File: src/rtl/stride_parity_counter.sv
// stride_parity_counter: odd/even sequence counter with stride, direction, load, wrap/saturate
//   clk         rising-edge clock
//   reset       asynchronous active-high reset (cnt_o=RST_VAL, evt_o=0)
//   en_i        advance this cycle
//   load_i      synchronous load, beats en_i
//   load_val_i  load value; its LSB is replaced by parity_i
//   parity_i    1 = odd sequence, 0 = even sequence
//   dir_i       1 = up, 0 = down
//   step_i      stride = 2*step_i; 0 holds
//   sat_i       1 = clamp at bounds, 0 = wrap modulo 2^WIDTH
//   cnt_o       registered count
//   tc_o        count sits at the bound of the current direction
//   evt_o       one-cycle pulse after a wrap or clamp
module stride_parity_counter #(
    parameter int WIDTH = 8,
    parameter int STEP_W = 4,
    parameter logic [WIDTH-1:0] RST_VAL = 1
) (
    input  logic              clk,
    input  logic              reset,
    input  logic              en_i,
    input  logic              load_i,
    input  logic [WIDTH-1:0]  load_val_i,
    input  logic              parity_i,
    input  logic              dir_i,
    input  logic [STEP_W-1:0] step_i,
    input  logic              sat_i,
    output logic [WIDTH-1:0]  cnt_o,
    output logic              tc_o,
    output logic              evt_o
);
    // wide enough that neither the count plus stride nor the bound plus stride can overflow
    localparam int AW = WIDTH + STEP_W + 1;
    localparam logic [WIDTH-1:0] ONE = {{(WIDTH-1){1'b0}}, 1'b1};
    logic [WIDTH-1:0] max_v, min_v, nxt;
    logic [AW-1:0] c_ext, s_ext, up_sum;
    logic nxt_evt, edge_hit, over, under;
    // bounds follow the parity of the current count; in the stride branch it equals parity_i
    assign max_v = {{(WIDTH-1){1'b1}}, cnt_o[0]};
    assign min_v = {{(WIDTH-1){1'b0}}, cnt_o[0]};
    assign c_ext = {{(AW-WIDTH){1'b0}}, cnt_o};
    assign s_ext = {{(AW-STEP_W-1){1'b0}}, step_i, 1'b0};
    assign up_sum = c_ext + s_ext;
    assign over = up_sum > {{(AW-WIDTH){1'b0}}, max_v};
    assign under = c_ext < ({{(AW-WIDTH){1'b0}}, min_v} + s_ext);
    assign edge_hit = dir_i ? &cnt_o : ~|cnt_o;
    assign tc_o = dir_i ? cnt_o == max_v : cnt_o == min_v;
    always_comb begin
        nxt = cnt_o;
        nxt_evt = 1'b0;
        if (load_i) begin
            nxt = (load_val_i & ~ONE) | {{(WIDTH-1){1'b0}}, parity_i};
        end else if (en_i && cnt_o[0] != parity_i) begin
            // a realign that would leave the range bounces back when saturating, else wraps naturally
            nxt_evt = edge_hit;
            nxt = (edge_hit && sat_i) ? (dir_i ? cnt_o - ONE : cnt_o + ONE)
                                      : (dir_i ? cnt_o + ONE : cnt_o - ONE);
        end else if (en_i && |step_i) begin
            nxt_evt = dir_i ? over : under;
            nxt = dir_i ? ((over && sat_i) ? max_v : up_sum[WIDTH-1:0])
                        : ((under && sat_i) ? min_v : cnt_o - s_ext[WIDTH-1:0]);
        end
    end
    always_ff @(posedge clk or posedge reset) begin
        if (reset) begin
            cnt_o <= RST_VAL;
            evt_o <= 1'b0;
        end else begin
            cnt_o <= nxt;
            evt_o <= nxt_evt;
        end
    end
endmodule

File: config.mk
export PLATFORM = sky130hd
export DESIGN_NAME = stride_parity_counter
export DESIGN_NICKNAME = d
export VERILOG_FILES = /design/src/rtl/stride_parity_counter.sv
export SDC_FILE = /design/constraint.sdc
export NUM_CORES = 1
export LEC_CHECK = 0
export BUFFER_PORTS_ARGS = -buffer_cell sky130_fd_sc_hd__clkbuf_2
export CORE_AREA = 2 2 40 70
export DETAILED_ROUTE_END_ITERATION = 7
export DIE_AREA = 0 0 42 72
export PLACE_DENSITY = 0.94
export SYNTH_ARGS = -nofsm -noshare
export SYNTH_HDL_FRONTEND = slang
export SYNTH_SLANG_ARGS = --single-unit
File: constraint.sdc
create_clock -name clk -period 5.8 [get_ports clk]
set_input_delay 0.29 -clock clk [delete_from_list [all_inputs] [get_ports clk]]
set_output_delay 0.29 -clock clk [all_outputs]
set_load 0.02 [all_outputs]
-- Word level (Yosys, flattened, before mapping)
Index checks and enable logic that the tools add are counted.
- bits in registers: 9
- input bits: 19
- logic and storage cells: 42
- order comparisons: 2
- bitwise gates (word level): 1
- $add $sub $neg: 5
- eq/ne operators: 4
- mux-type cells: 15
- reduce and logical (&&, ||, !) cells: 12
- operator list (kind ; count):
    8-bit 2-to-1 mux ; 9
    8-bit by 5-bit adder with 9-bit output ; 1
    9-bit by 8-bit greater-than comparator with 1-bit output ; 1
    8-bit by 1-bit adder with 8-bit output (second input constant) ; 1
    8-bit by 6-bit < comparator with 1-bit output ; 1
    4-bit inequality test (second input constant) ; 2
    8-bit by 1-bit bitwise OR with 8-bit output ; 1
    8-bit AND reduction ; 1
    8-bit OR reduction ; 1
    8-bit by 1-bit subtractor with 8-bit output (second input constant) ; 1
    8-bit by 5-bit subtractor with 8-bit output ; 1
    7-bit == test (second input constant) ; 1
    7-bit logical NOT ; 1
    1-bit by 5-bit adder with 6-bit output ; 1
    1-bit 2-to-1 mux ; 6
    1-bit logical AND ; 5
    4-bit OR reduction ; 1
    3-bit AND reduction ; 1
    3-bit nonzero test ; 1
    1-bit logical NOT ; 1
    1-bit inequality test ; 1

-- Logic depth before layout (Yosys ltp)
Gate-level depths: netlist of the first run.
- depth in word-level cells: 8
- gate-level depth with buffers: 9
- mapped depth without buffers: 9

-- Worst setup path after synthesis of the first run
No wires, ideal clock.
- path kind: reg-to-reg
- start point: register cnt_o[1]
- end point: register cnt_o[7]
- arrival time: 2189 ps
- stages on the path, launching flop included: 8
- slack: 3487 ps
- period minus slack after synthesis: 2313 ps
- data required time: 5676 ps
- path buffers: 0
- cells stage by stage: dfrtp_1 -> ha_1 -> fa_1 -> nor2b_1 -> o311ai_1 -> nor2_1 -> o311a_1 -> a211o_1
- cells in the longest elaborated chain, start to end: 8
- RTL lines (what ; RTL line ; text):
    start: declaration ; 28 ; output logic [WIDTH-1:0] cnt_o,
    start signal: assignment ; 69 ; cnt_o <= nxt;
    8-bit by 5-bit adder with 9-bit output ; 43 ; assign up_sum = c_ext + s_ext;
    9-bit by 8-bit greater-than comparator with 1-bit output ; 44 ; assign over = up_sum > {{(AW-WIDTH){1'b0}}, max_v};
    1-bit logical AND ; 60 ; nxt = dir_i ? ((over && sat_i) ? max_v : up_sum[WIDTH-1:0])
    8-bit 2-to-1 mux (2 in a row) ; 60 ;
    8-bit 2-to-1 mux ; 58 ; end else if (en_i && |step_i) begin
    8-bit 2-to-1 mux * ; 53 ; end else if (en_i && cnt_o[0] != parity_i) begin
    8-bit 2-to-1 mux * ; 51 ; if (load_i) begin
Mark *: on every way between the ends. The rest lies on a longest branch, timed or not. The select of a mux whose other input is x is not followed.
A chain may end at the register's enable or synchronous reset.

-- Worst setup path after layout of the first run
- start point: register cnt_o[3]
- end point: register cnt_o[5]
The elaborated chain is that of the path after synthesis.

==> results of run 1 <==
==> path summary, 6_finish.rpt <==
| path | startpoint | to | slack (ns) | cells after the start |
|---|---|---|---|---|
| worst max-delay path | cnt_o[3] | cnt_o[5] | 3.18 | 7 |
| worst min-delay path | reset | cnt_o[5] | -0.01 | 2 |
| worst max register to register | cnt_o[3] | cnt_o[5] | 3.18 | 7 |
| worst min register to register | cnt_o[0] | cnt_o[0] | 0.61 | 2 |
| max in group asynchronous | reset | cnt_o[0] | 5.51 | 2 |
| min in group clk | load_val_i[2] | cnt_o[2] | 0.29 | 3 |
==> power by group through the flow <==
| stage | logic (mW) | registers, mW | clock network, mW |
|---|---|---|---|
| finish | 0.195 | 0.113 | 0.0720 |
| global route | 0.218 | 0.114 | 0.0755 |
| CTS | 0.192 | 0.111 | 0.0725 |
| detailed placement | 0.191 | 0.112 | 0 |
| global placement | 0.187 | 0.111 | 0 |
| floorplan | 0.152 | 0.100 | 0 |
==> cells in the mapped netlist (2+ instances only) <==
cell       count
and3_2         2
inv_1         12
a22oi_1        3
fa_1           2
dfrtp_1        8
o211ai_1       9
o21ai_0        7
xnor2_1        4
nand3_1        7
xor2_1         3
nand4_1        4
nor2_1         8
nand3b_1       2
o21a_1         2
o2111ai_1      2
and2_1         2
nor3_1         5
buf_2          3
nor2b_1        7
nand2_1       15
and3_1         3
nand2b_1       3
o31ai_1        3
o41ai_1        2
buf_4          3
a21oi_1       11
and4_1         2
ha_1          10
==> registers in the layout, indices dropped and copies added (netlist names) <==
name   cells
evt_o      1
cnt_o      8
==> layout make-up <==
class / instances / area (µm²) / share of cell area, %
timing repair buffer: 27 / 135.1 / 8.531
inverter: 12 / 45.04 / 2.844
tap: 26 / 32.53 / 2.054
multi-input combinational: 151 / 1099 / 69.35
sequential: 9 / 226.5 / 14.30
clock buffer: 3 / 41.29 / 2.607
clock inverter: 1 / 5.005 / 0.3160
==> routing by layer <==
layer | up-vias | wire [µm] | track usage (%)
li1 | 732 | - | -
met1 | 738 | 1547 | 32.19
met2 | 100 | 2217 | 52.43
met3 | 29 | 247 | 7.463
met4 | 0 | 273 | 26.16
met5 | - | 0 | 0
==> worst reg2reg max path, delay by kind of cell (launching register included) <==
kind / cells / cell delay [ns]
and+or+nand+nor: 1 / 0.46
AOI/OAI and AO/OA: 5 / 1.01
DFF: 1 / 0.64
adders and majority gates: 1 / 0.41
==> cells by family after synthesis <==
kind of cell	after synthesis
flops	9
simple gates	71
compound gates	59
mux	2
xor+xnor	7
buf+inv	20
fa+ha+maj	12
==> stage by stage <==
step                util, %  setup slack, ns  hold slack (ns)
floorplan                 -            3.487           0.1172
global placement      63.22            3.243           0.2415
detailed placement    63.22            3.227           0.2459
CTS                   65.12            3.205       0.00001849
global route          65.12            3.057          0.03113
finish                65.12            3.176         -0.01191
==> out/metrics.yaml, run 1 <==
layout_min_cycle_time_ns: 2.624
synth.distinct_cells: 64
tns_ns: 0
maxSlewHeadroom_pct: 61.80
synth_warnings: 0
clock_latency_ns: 0.23
detailed_place_hpwl_um: 3338
crit_family: "compound AO/OA/AOI/OAI gates"
status: "finished, violations left"
core_um2: 2432
synth_edf_count: 0
die_area_um2: 3024
critPathMaxStageDelay_ns: 0.64
p_leak_nw: 0.6821
synthXorXnorAreaFrac_pct: 4.310
crit_type: "flop to flop"
ant_nets: 0
post-route-cell-area_um2: 1584
cts.sinks: 9
io_buffers: 27
cts_resized: 0
place_inst: 225
violations: "hold timing"
crit_buf_inv: 0
vias: 1599
final-hold-violation-count: 8
synth_nets: 211
switching_share_pct: 47.33
critPathSlowestCell: "dfrtp_1"
clkPwrFrac_pct: 18.9
path_clk_slew_ns: 0.05
place_congestion: 0.9839
grt_pass1_wl_um: 7141
antenna_found_initial: 0
top_level_ports: 29
maxCapViolations: 0
p_comb_share_pct: 51.3
setup-violations-final: 0
ctsRootBufferMaster: "clkbuf_8"
die-width_um: 42
clockBufferDepth: 2
end_kind: "flop"
cts_tree: "yes"
firstDrtPassIters: 5
drcViolationCount: 0
fin_nets: 235
peakVddDrop_uv: 184.0
tightest_slew_ns: 0.5719
start_util_pct: 58.49
instances_no_fill: 229
num_rows: 24
synth-seq-area-share_pct: 15.92
path_cells: "ha_1 -> or3b_1 -> a31oi_2 -> o21ai_1 -> o211ai_1 -> o31ai_1 -> a32oi_1"
cts_hold_buf: 0
synth_top_cell_area_share_pct: 14.07
num_antenna_cells: 0
worstPathArrival_ns: 2.76
synth_ff_type: "dfrtp_1"
synthAdderAreaFrac_pct: 11.61
grt-ovfl-total: 0
synthSimpleGateAreaFrac_pct: 28.85
power.total_uw: 380.2
finalCritPeriodShare_pct: 45.25
area_growth_pct: 11.35
viasPerCell: 6.983
layout_common_cells: "27 x clkbuf_2, 15 x nand2_1, 12 x inv_1, 11 x a21oi_1, 10 x ha_1"
slew_viol_final: 0
cts_made_buffers: 3
nFillCells: 209
p_int_uw: 200.3
drt_first_iter_violations: 86
cp-start-kind: "flop"
hold_class: "input port to async pin"
ys_ff_latch: 9
rsz0062_at_grt: "false"
synth_top_family_by_area: "compound AO/OA/AOI/OAI gates"
layout-drive-gt1-share_pct: 21.67
grt_max_degree: 16
fp.dieH_um: 72
htreeDepth: 1
syn_avg_cell_area_um2: 7.903
crit_required_ns: 5.94
syn_area_um2: 1423
synth_area_leaders: "dfrtp_1 14%, ha_1 8.8%, o211ai_1 4.7%, nand2_1 4.0%, a21oi_1 3.9%"
grt_use_total_pct: 31.30
fin_worst_skew_ns: 0.002222
grt_pass1_vias: 1541
synth-compound-area-share_pct: 30.96
post_cts_buffers: 0
final_common_cell: "clkbuf_2"
cp_max_fo: 11
hold_slack_ns: -0.01191
synth_mux_area_share_pct: 1.495
async_flop_share_pct: 100.0
syn_inst: 180
seq_power_share_pct: 29.8
fmax_mhz: 381.0
wl_per_cell_um: 18.71
postPlaceCellArea_um2: 1538
wl_um: 4285
synth_top_area_cell: "dfrtp_1"
power_switching_uw: 180.0
p_per_area_nw_per_um2: 240.0
Power figures use the tool's default switching activity.
==> inputs of run 2 (changes only) <==
--- a/config.mk
+++ b/config.mk
@@ -6,10 +6,10 @@
 export NUM_CORES = 1
 export LEC_CHECK = 0
 export BUFFER_PORTS_ARGS = -buffer_cell sky130_fd_sc_hd__clkbuf_2
-export CORE_AREA = 2 2 40 70
+export CORE_AREA = 2 2 44 76
 export DETAILED_ROUTE_END_ITERATION = 7
-export DIE_AREA = 0 0 42 72
-export PLACE_DENSITY = 0.94
+export DIE_AREA = 0 0 46 78
+export PLACE_DENSITY = 0.85
 export SYNTH_ARGS = -nofsm -noshare
 export SYNTH_HDL_FRONTEND = slang
 export SYNTH_SLANG_ARGS = --single-unit
==> constraint.sdc (replaced) <==
create_clock -name clk -period 2.4 [get_ports clk]
set_input_delay 0.12 -clock clk [delete_from_list [all_inputs] [get_ports clk]]
set_output_delay 0.12 -clock clk [all_outputs]
set_load 0.02 [all_outputs]
==> out/metrics.yaml, run 2 (same netlist as run 1, synthesis figures left out) <==
hp-start: "load_val_i[3]"
reg2reg_depth: 7  # unchanged
antenna_found_initial: 0  # unchanged
die-width_um: 46  # +9.5%
path_cells: "ha_1 -> nand2b_1 -> a31oi_2 -> o21ai_1 -> o211ai_1 -> o31ai_2 -> a32oi_1"
drt_first_iter_violations: 86  # unchanged
crit_required_ns: 2.49  # -3.45 ns
power_switching_uw: 450.4  # +150%
layout-drive-gt1-share_pct: 26.85  # +5.2 points
r2r_setup_slack_ns: 0.09  # -3.08 ns
cts.sinks: 9  # unchanged
setup_slack_ns: 0.09202  # -3.084 ns
fmax_mhz: 433.3  # +14%
critPathSlowestCell: "ha_1"
wl_um: 4608  # +7.5%
fin_worst_skew_ns: 0.002050  # -0.0001718 ns
path_clk_slew_ns: 0.04  # about the same
reg_top3: "cnt_o x8, evt_o x1"
cts_made_buffers: 3  # unchanged
fin_nets: 248  # +5.5%
wl_per_cell_um: 18.89  # +0.93%
regArea_um2: 227.7  # +0.55%
nFillCells: 275  # +32%
maxCapViolations: 0  # unchanged
core_um2: 2928  # +20%
largest_reg_flops: 8  # unchanged
switching_share_pct: 46.09  # -1.2 points
maxSlewHeadroom_pct: 63.15  # +1.3 points
grt_use_total_pct: 28.73  # -2.6 points
hold_class: "input port to flop"
p_int_uw: 526.9  # +160%
clkPwrFrac_pct: 17.9  # -1.0 points
cts_tree: "yes"
detailed_place_hpwl_um: 3550  # +6.4%
r2r_end: "cnt_o[5]"
start_util_pct: 48.59  # -9.9 points
grt_max_degree: 16  # unchanged
ctsRootBufferMaster: "clkbuf_8"
die_area_um2: 3588  # +19%
grt_pass1_wl_um: 7631  # +6.9%
slew_viol_final: 0  # unchanged
ant_nets: 0  # unchanged
area_growth_pct: 19.44
grt_pass1_vias: 1612  # +4.6%
peakVddDrop_uv: 456.6  # +150%
setup-violations-final: 0  # unchanged
vias: 1614  # +0.94%
multi_input_area_um2: 1111  # +1.1%
p_per_area_nw_per_um2: 575.2  # +140%
hold_depth: 3
instances_no_fill: 244  # +6.6%
clockBufferDepth: 2  # unchanged
seq_power_share_pct: 23.2  # -6.6 points
place_congestion: 0.9960  # +1.2%
top_register: "cnt_o"
worstPathArrival_ns: 2.40  # -0.36 ns
num_antenna_cells: 0  # unchanged
final_common_cell: "clkbuf_2"
whs_endpoint: "cnt_o[3]"
cp_max_fo: 8  # -3
clock_latency_ns: 0.23  # about the same
drcViolationCount: 0  # unchanged
fp.dieH_um: 78  # +8.3%
status: "completed"
crit_type: "flop to flop"
htreeDepth: 1  # unchanged
num_rows: 26  # +8.3%
viasPerCell: 6.615  # -5.3%
end_kind: "flop"
dp_slack_ns: 0.1189  # -3.108 ns
layout_min_cycle_time_ns: 2.308  # -0.3164 ns
p_comb_share_pct: 58.9  # +7.6 points
layout_common_cells: "27 x clkbuf_2, 15 x nand2_1, 12 x inv_1, 12 x buf_4, 11 x a21oi_1"
timing.rr.start: "cnt_o[3]"
cp-start-kind: "flop"
finalCritPeriodShare_pct: 96.17  # +51 points
io_buffers: 27  # unchanged
post_cts_buffers: 0  # unchanged
critPathMaxStageDelay_ns: 0.41  # -0.23 ns
final-hold-violation-count: 0  # -8
firstDrtPassIters: 4  # -1
place_inst: 239  # +6.2%
top_level_ports: 29  # unchanged
p_leak_nw: 0.7408  # +8.6%
tightest_slew_ns: 0.5517  # -0.02020 ns
grt-ovfl-total: 0  # unchanged
run 2: worst max-delay path by stage:
stage             start       end  slack (ns)  cells after the start
6_report       cnt_o[3]  cnt_o[5]        0.09                      7
5_1_grt        cnt_o[1]  cnt_o[5]       -0.05                      9
4_1_cts        cnt_o[1]  cnt_o[7]        0.11                      7
3_5_place_dp   cnt_o[1]  cnt_o[7]        0.12                      7
3_3_place_gp   cnt_o[1]  cnt_o[7]        0.15                      7
2_1_floorplan  cnt_o[1]  cnt_o[7]        0.09                      7
run 2: power by group through the flow:
stage / combinational, mW / clock [mW] / sequential [mW]
floorplan: 0.367 / 0 / 0.243
global placement: 0.547 / 0 / 0.226
detailed placement: 0.553 / 0 / 0.226
CTS: 0.558 / 0.178 / 0.223
global route: 0.635 / 0.190 / 0.232
finish: 0.576 / 0.175 / 0.227
run 2: metrics by stage:
stage | utilization (%) | power (mW) | hold WS (ns) | cell area [µm²] | TNS (ns)
after floorplan | - | 0.6100 | -0.05280 | 1423 | 0
after global placement | 55.68 | 0.7737 | 0.07820 | 1630 | 0
after detailed placement | 55.68 | 0.7787 | 0.07823 | 1630 | 0
after CTS | 57.56 | 0.9587 | 0.1354 | 1685 | 0
after global routing | 58.03 | 1.056 | 0.1448 | 1699 | -0.04924
final | 58.03 | 0.9773 | 0.1325 | 1699 | 0
run 2: timing repair:
item / 4_1_cts / 5_1_grt
resized for setup: 0 / 3
hold endpoints to repair: 8 / 0
hold buffers: 1 / 0
setup endpoints to repair: 0 / 5
run 2: cell type report:
class / instances / share of cell area [%]
clock buffer: 4 / 2.651
sequential: 9 / 13.40
timing repair buffer: 40 / 13.84
inverter: 12 / 2.651
multi-input combinational: 151 / 65.39
tap: 28 / 2.062
run 2: metal layers:
metal	share of wire [%]	global-route usage, %	routed length, µm
met1	36	34.72	1681
met5	0	0	0
met2	53	47.22	2432
met4	5.0	16.57	232
met3	5.6	1.628	260
run 2: worst max-delay path, delay by kind of cell (launching register included):
kind                     cells  cell delay [ns]
flip-flops                   1             0.37
AND/OR/NAND/NOR              1             0.18
adder cells (fa/ha/maj)      1             0.41
AO/OA/AOI/OAI                5             1.21
